`src/rtl/mod_serial_pkg.sv`:
```
// Shared types and helpers for the bit-serial divisibility checker.
package mod_serial_pkg;

  localparam int unsigned StateW = 2;

  typedef enum logic [StateW-1:0] {
    StIdle  = 2'd0,
    StShift = 2'd1,
    StDone  = 2'd2
  } state_e;

  // Width needed to hold any remainder modulo divisor.
  function automatic int unsigned rem_width(input int unsigned divisor);
    return $clog2(divisor);
  endfunction

endpackage

```
`src/rtl/mod_serial_step.sv`:
```
// One compare-subtract step of MSB-first modulo reduction: r' = (2r + b) mod DIVISOR.
module mod_serial_step #(
  parameter int unsigned DIVISOR = 7,
  parameter int unsigned RW      = 3
) (
  input  logic [RW-1:0] r,
  input  logic          b,
  output logic [RW-1:0] r_next
);

  localparam logic [RW:0] DivW = (RW+1)'(DIVISOR);

  logic [RW:0] t;
  logic [RW:0] diff;

  always_comb begin
    t    = {r, b};
    diff = t - DivW;
    // r < DIVISOR keeps t < 2*DIVISOR, so one subtraction suffices.
    r_next = (t >= DivW) ? diff[RW-1:0] : t[RW-1:0];
  end

endmodule

```
`src/rtl/mod_serial.sv`:
```
// Bit-serial divisibility checker; MOD_SERIAL_REM_OUT_EN adds the rem output port.
module mod_serial
  import mod_serial_pkg::*;
#(
  parameter int unsigned WIDTH   = 32,
  parameter int unsigned DIVISOR = 7,
  localparam int unsigned RW     = rem_width(DIVISOR)
) (
  input  logic             clk,
  input  logic             rst,
  input  logic [WIDTH-1:0] src,
  input  logic             src_valid,
  output logic             ready,
  output logic             res,
  output logic             res_valid
`ifdef MOD_SERIAL_REM_OUT_EN
  ,
  output logic [RW-1:0]    rem
`endif
);

  localparam int unsigned CntW = $clog2(WIDTH) + 1;
  localparam logic [CntW-1:0] LastCnt = CntW'(WIDTH - 1);

  if (DIVISOR < 2 || DIVISOR > 255) begin : g_bad_divisor
    $error("mod_serial: DIVISOR must be in 2..255");
  end
  if (WIDTH < 1) begin : g_bad_width
    $error("mod_serial: WIDTH must be at least 1");
  end

  state_e           state_q;
  logic [WIDTH-1:0] shreg_q;
  logic [RW-1:0]    r_q;
  logic [RW-1:0]    r_next;
  logic [CntW-1:0]  cnt_q;
  logic             ready_q;
  logic             res_q;
  logic             res_valid_q;
`ifdef MOD_SERIAL_REM_OUT_EN
  logic [RW-1:0]    rem_q;
`endif

  mod_serial_step #(
    .DIVISOR(DIVISOR),
    .RW     (RW)
  ) u_step (
    .r     (r_q),
    .b     (shreg_q[WIDTH-1]),
    .r_next(r_next)
  );

  always_ff @(posedge clk or negedge rst) begin
    if (!rst) begin
      state_q     <= StIdle;
      shreg_q     <= '0;
      r_q         <= '0;
      cnt_q       <= '0;
      ready_q     <= 1'b1;
      res_q       <= 1'b0;
      res_valid_q <= 1'b0;
`ifdef MOD_SERIAL_REM_OUT_EN
      rem_q       <= '0;
`endif
    end else begin
      unique case (state_q)
        StIdle: begin
          if (src_valid) begin
            shreg_q <= src;
            r_q     <= '0;
            cnt_q   <= '0;
            ready_q <= 1'b0;
            state_q <= StShift;
          end
        end
        StShift: begin
          shreg_q <= shreg_q << 1;
          r_q     <= r_next;
          cnt_q   <= cnt_q + 1'b1;
          if (cnt_q == LastCnt) begin
            res_q       <= (r_next == '0);
`ifdef MOD_SERIAL_REM_OUT_EN
            rem_q       <= r_next;
`endif
            res_valid_q <= 1'b1;
            state_q     <= StDone;
          end
        end
        StDone: begin
          res_valid_q <= 1'b0;
          ready_q     <= 1'b1;
          state_q     <= StIdle;
        end
        default: begin
          res_valid_q <= 1'b0;
          ready_q     <= 1'b1;
          state_q     <= StIdle;
        end
      endcase
    end
  end

  assign ready     = ready_q;
  assign res       = res_q;
  assign res_valid = res_valid_q;
`ifdef MOD_SERIAL_REM_OUT_EN
  assign rem       = rem_q;
`endif

endmodule

```
`config.mk`:
```
export PLATFORM = sky130hd
export DESIGN_NAME = mod_serial
export DESIGN_NICKNAME = d
export VERILOG_FILES = /design/src/rtl/mod_serial_pkg.sv /design/src/rtl/mod_serial_step.sv /design/src/rtl/mod_serial.sv
export SDC_FILE = /design/constraint.sdc
export NUM_CORES = 1
export LEC_CHECK = 0
export ABC_AREA = 1
export CAP_MARGIN = 20
export CORE_MARGIN = 1.5
export CORE_UTILIZATION = 56
export DETAILED_ROUTE_END_ITERATION = 7
export HOLD_SLACK_MARGIN = 0.06
export PLACE_DENSITY_LB_ADDON = 0.3
export SLEW_MARGIN = 20
export SYNTH_ARGS = -nofsm -noshare
export SYNTH_HDL_FRONTEND = slang
export SYNTH_HIERARCHICAL = 1
export SYNTH_SLANG_ARGS = --single-unit
```
`constraint.sdc`:
```
create_clock -name clk -period 2.3 [get_ports clk]
set_input_delay 0.46 -clock clk [delete_from_list [all_inputs] [get_ports clk]]
set_output_delay 0.46 -clock clk [all_outputs]
set_load 0.1 [all_outputs]
```
; ---- After elaboration in Yosys (flattened, before gate mapping)
; Cells that the tools add are included.
[word_totals]
regBits = 46
input_bits = 35
word_cells = 38
[op_classes]
n_addsub = 2
magnitude_cmp = 1
eq_ne = 4
muxes = 14
bitwise_logic = 2
reduce_logical = 8
[ops]
columns = operator, n
row1 = $pmux W32 S2, 1
row2 = $mux W32, 1
row3 = $pmux W6 S2, 1
row4 = $reduce_and A2 Y1, 5
row5 = $add A6 B1 Y6 const B, 1
row6 = $eq A6 B5 Y1 const B, 1
row7 = $mux W3, 2
row8 = $mux W6, 1
row9 = $pmux W3 S2, 1
row10 = $ge A4 B3 Y1 const B, 1
row11 = $mux W2, 2
row12 = $ne A2 B2 Y1 const B, 2
row13 = $pmux W1 S2, 2
row14 = $pmux W2 S2, 1
row15 = $logic_not A3 Y1, 1
row16 = $sub A3 B3 Y3 const B, 1
row17 = $eq A2 B1 Y1 const B, 1
row18 = $logic_not A2 Y1, 1
row19 = $mux W1, 2
row20 = $not A1 Y1, 2
row21 = $reduce_bool A2 Y1, 1

; ---- Longest topological paths before layout
[depth]
ltp_word = 3
depth_mapped = 8

; ---- By module
; Netlist, hierarchy kept.
[modules_own_cells]
columns = module, instances, cells_each, area_per_inst_um2, seq_area_each_um2
row1 = mod_serial, 1, 250, 2070.7, 1152.4
row2 = mod_serial_step, 1, 16, 76.3, 0.0

; ---- Worst setup path before layout
; No wires, ideal clock.
[synth_path]
path_kind = register -> output
startpoint = register res_q (netlist: res)
endpoint = output res
arrival_ns = 0.898
required_ns = 1.840
path_slack_ns = 0.942
stages_incl_launch_ff = 1
path_cell_list = dfrtp_1
[synth_lines]
columns = item, line_no
row1 = "start, declared", mod_serial.sv:38  ; logic res_q;
row2 = "start signal, assigned", mod_serial.sv:81  ; res_q <= (r_next == '0);
row3 = "end, declared", mod_serial.sv:14  ; output logic res,
; No word-level cell between the ends.

; ---- Worst setup path in the final report
[layout_path]
startpoint = register ready_q (netlist: ready)
endpoint = output ready
[layout_lines]
columns = item, line_no
row1 = "start, declared", mod_serial.sv:37  ; logic ready_q;
row2 = "start signal, assigned", mod_serial.sv:59  ; ready_q <= 1'b1;
row3 = "start signal, assigned", mod_serial.sv:72  ; ready_q <= 1'b0;
row4 = "start signal, assigned", mod_serial.sv:91  ; ready_q <= 1'b1;
row5 = "end, declared", mod_serial.sv:13  ; output logic ready,
; No word-level cell between the ends.

==> impl_metrics.ini <==
[cts]
post_cts.repair.setup_buffers = 0
root_buffer = clkbuf_8
cts_tree = yes
cts_resized = 0
clockBufferDepth = 2
cts_max_level = 2
cts_buffers = 5
cts_num_sinks = 46
cts_hold_buffers = 0
clk_pin_slew_worst_paths_ps = 80
clk_latency_ps = 290

[layout]
layout.nets = 341
antenna_cells = 0
layout.area.seq_sq_um = 1152
layout-drive-gt1-share = 0.09508
area.growth.synth_to_final_pct = 25.47
fill_cells = 301
finalInstanceArea_sq_um = 2694
multi_input_area_sq_um = 860.8

[routing]
drt_iter0_drc = 179
drt-total-wl_microns = 4449
wire_per_inst_microns = 12.60
maxUsedRoutingLayer = met4
wl_met1_microns = 2046
antenna_left = 0
via_count = 1893
drcViolationCount = 0
dr_wl_met3_microns = 152
drt-pass1-iter-count = 4
routed_via_density = 5.363
met2_length_microns = 2208

[timing]
period_share = 0.6864
max_freq_mhz = 633.4
worst_clock_skew_ps = 6.166
final_hold_viol_count = 0
tns_ps = 0
rsz0062_at_grt = no
tightest_slew_ps = 602.9
period_needed_ps = 1579
slew_headroom = 0.5976
setup_violations = 0
maxSlewViolCount = 0

[power]
power.share.sequential = 0.426
pwr-share-comb = 0.345
switchingPower_uw = 1159
switching_share = 0.3658
p_int_uw = 2010
clockPowerShare = 0.229
power.density_nw_per_um2 = 1176
power_leakage_uw = 0.001320
ir_worst_vdd_mv = 0.5883

[critical_path]
critPathTopFamily = flip-flops
worstSetupPathType = flip-flop to output port
r2r_cells = 4
max_stage_delay_ps = 540
required_ps = 1840
path_buf_inv = 1
end_kind = output port
crit_cells = 1
cp_data_arrival_time_ps = 1120
cpMaxStageDelayCell = dfstp_2
crit_path_max_fanout = 2
start_kind = flip-flop
crit_chain = buf_4

[floorplanning]
die_area_sq_um = 4215
die_w_microns = 64.92
coreArea_sq_um = 3661
die_h_microns = 64.92
start_util = 0.5865
rows = 22
io_pins = 38

[run_status]
status = finished, final reports clean

[global_route]
track_usage = 0.2390
grt_pass1_vias = 1755
grt_pass1_wl_microns = 7810
grt_max_degree = 33
antenna_found_initial = 0
grt_overflow_total = 0

[yosys]
syn_area_per_cell_sq_um = 8.072
synth_top_area_frac = 0.5245
synth_cells = 266
yosys-top-cells-area = dfrtp_1 (52%), nand3_1 (17%), nand2_1 (17%), inv_1 (2.1%), buf_2 (1.9%)
ys_warn_count = 6
ys_ff_latch = 46
synth_fp_nets = 303
synth_area_sq_um = 2147
yosys.cell_types.count = 21
synth_largest_area_cell = dfrtp_1
seq_area_frac_synth = 0.5367

[place]
place.gp.congestion = 0.9046
dpl_cell_area_sq_um = 2551
numPortBuffers = 37
hpwl_microns = 3081

[hold_path]
hp-class = input pin to async pin

[run]
max_cap_violations = 0
[cells in the mapped netlist (all sizes together)]
library cell and count:
buf 14, nor2 6, o21ai 5, xnor2 1, dfstp 1, o211ai 1
nand3 74, ha 2, a21oi 1, nand2 97, dfrtp 45, or2 1
nand4 1, clkbuf 1, inv 14, nor3 2
[registers in the layout, summed over array words and instances, names as in the netlist]
| name | cells |
|---|---|
| res_valid | 1 |
| shreg_q | 32 |
| state_q | 2 |
| res | 1 |
| ready | 1 |
| cnt_q | 6 |
| r_q | 3 |
[final timing paths]
path / startpoint / to / slack [ps]
hold reg to reg: res_valid / res_valid / 490
max in group asynchronous: rst / shreg_q[21] / 1630
hold / removal: rst / res_valid / 100
min in group clk: res_valid / res_valid / 490
setup reg to reg: state_q[1] / shreg_q[31] / 810
setup / recovery: ready / ready / 720
[power by group through the flow]
stage / clock network, uW / logic [uW] / registers, uW
after floorplan: 0 / 682 / 1470
after global placement: 0 / 1070 / 1350
after detailed placement: 0 / 1110 / 1350
after CTS: 740 / 1110 / 1350
after global routing: 769 / 1240 / 1390
final: 725 / 1090 / 1350
[area by class of cell]
class                      instances  area share
tap                               48     0.02229
clock buffer                       6     0.03065
clock inverter                     2     0.02229
sequential                        46      0.4278
inverter                          14     0.01951
multi-input combinational        191      0.3196
timing repair buffer              46      0.1579
[cells in the final DEF (no fill, tap or decap), types with 2 or more instances in the layout]
cell / instances
nand2_1: 95
bufinv_16: 2
ha_1: 2
dfrtp_1: 45
nor3_1: 2
inv_2: 2
clkdlybuf4s50_1: 33
nand2_2: 2
o21ai_0: 5
nor2_2: 2
clkbuf_8: 6
buf_4: 12
nor2_1: 4
nand3_1: 74
inv_1: 12
[per-layer routing]
layer / track usage / vias to the layer above
met5: 0 / -
met4: 0.07181 / 0
met3: 0.04167 / 5
met2: 0.3969 / 46
met1: 0.3217 / 902
li1: - / 940
[kinds of logic after synthesis]
group / after synthesis / synth area share
AO/OA/AOI/OAI: 7 / 0.01748
XOR/XNOR: 1 / 0.004080
flip-flops: 46 / 0.5367
adder cells (fa/ha/maj): 2 / 0.01165
AND/OR/NAND/NOR: 181 / 0.3677
buffers and inverters: 29 / 0.06236
[per-stage QoR]
step,hold slack [ps],cells,setup slack [ps],total power (uW),utilization
after floorplan,164.4,266,942.3,2150,-
after global placement,437.0,345,589.6,2411,0.6969
after detailed placement,436.8,345,545.8,2460,0.6969
after CTS,109.9,353,712.4,3197,0.7358
after global routing,139.7,353,688.0,3394,0.7358
final,104.7,353,721.3,3169,0.7358
Note: power is estimated with default switching activity, not from simulation.
==> RTL edit: new RTL, config.mk and constraints unchanged <==
The 3 states of `state_e` get a one-hot encoding in 3 bits.
--- a/src/rtl/mod_serial_pkg.sv
+++ b/src/rtl/mod_serial_pkg.sv
@@ -4,8 +4,8 @@
   localparam int unsigned StateW = 2;
 
-  typedef enum logic [StateW-1:0] {
-    StIdle  = 2'd0,
-    StShift = 2'd1,
-    StDone  = 2'd2
+  typedef enum logic [2:0] {
+    StIdle  = 3'b001,
+    StShift = 3'b010,
+    StDone  = 3'b100
   } state_e;
 
Behaviour: same outputs for any inputs over 10 cycles, from zero or initial values and one cycle with rst low; not proved beyond that.
==> RTL edit against the original RTL <==
Wire length up 25%; sequential cell count increased by 1; clock skew shrank 3.7 ps; design area grew 12%; die area up 16%; area after synthesis grew 17%; power rose by 9.2%; largest cell class unchanged; maximum frequency is 22% lower; largest power group is now combinational logic; worst setup slack lost 440 ps.
==> RTL edit: results (changes against the original RTL) <==
core area -> 4324 um^2 (+18%)
Place WS -> 301.5 ps (-244.3 ps)
clock sink total -> 47 (+2.2%)
crit path max fanout -> 32 (+30)
Leak Pwr -> 0.001592 uW (+21%)
max incr delay on CP -> 450 ps (-90 ps)
Arrival @ worst endpoint -> 2260 ps (+1140 ps)
Non-CTS inverters -> 24 (+10)
Seq/Total Area, Yosys -> 46.84% (-6.8 points)
clk tree area frac -> 3.889% (-1.4 points)
Syn Nets -> 380 (+25%)
vias per cell -> 5.469 (+2.0%)
Adder-Cell Fraction of Synth Area -> 0.9945% (-0.17 points)
Cell Pwr Density -> 1144 nW/um^2 (-2.7%)
mean post-synth cell area -> 7.336 um^2 (-9.1%)
post-DP HPWL -> 3.588 mm (+16%)
Data buffer area share -> 14.65% (-1.1 points)
status -> finished, final reports clean
Net count, final -> 408 (+20%)
Overall Global Routing Usage -> 24.05% (+0.14 points)
synth cell count leaders -> nand2_1 (151), dfrtp_1 (45), nand3_1 (40)
first-pass GRT wire length -> 9.570 mm (+23%)
P_int -> 2027 uW (+0.85%)
relative slew slack -> 64.24% (+4.5 points)
Post-DP Area -> 2907 um^2 (+14%)
Post-Place Cells -> 416 (+21%)
cell family with most CP delay -> simple AND/OR/NAND/NOR gates
fillers -> 370 (+23%)
minimum clock period after layout -> 2022 ps (+443.1 ps)
share of cells above drive strength 1 -> 8.333% (-1.2 points)
Hold WS -> 131.8 ps (+27.10 ps)
vias -> 2,319 (+23%)
largest registers -> shreg_q: 32 flops, cnt_q: 6 flops
Design Area, Final -> 3024 um^2 (+12%)
xor/xnor share of the synthesized area -> 0% (-0.41 points)
multi-input combinational area share -> 37.36% (+5.4 points)
pin count of the biggest net entering global routing -> 35 (+6.1%)
-- RTL edit: final timing paths --
path | from | end | depth (start not counted)
worst max-delay path | state_q[0]$_DFFE_PN1P_ | shreg_q[30]$_DFFE_PN0P_ | 6
worst min-delay path | rst | shreg_q[11]$_DFFE_PN0P_ | 1
worst max register to register | state_q[0]$_DFFE_PN1P_ | shreg_q[30]$_DFFE_PN0P_ | 6
worst min register to register | ready$_DFFE_PN1P_ | ready$_DFFE_PN1P_ | 2
max in group asynchronous | rst | ready$_DFFE_PN1P_ | 2
min in group clk | ready$_DFFE_PN1P_ | ready$_DFFE_PN1P_ | 2
-- RTL edit: per-layer routing --
metal	up-vias	global-route usage, %	wire (um)	share of wire [%]
li1	1163	-	-	-
met1	1075	30.99	2496	45
met2	77	41.38	2706	49
met3	4	4.762	306	5.5
met4	0	6.624	44	0.79
met5	-	0	0	0
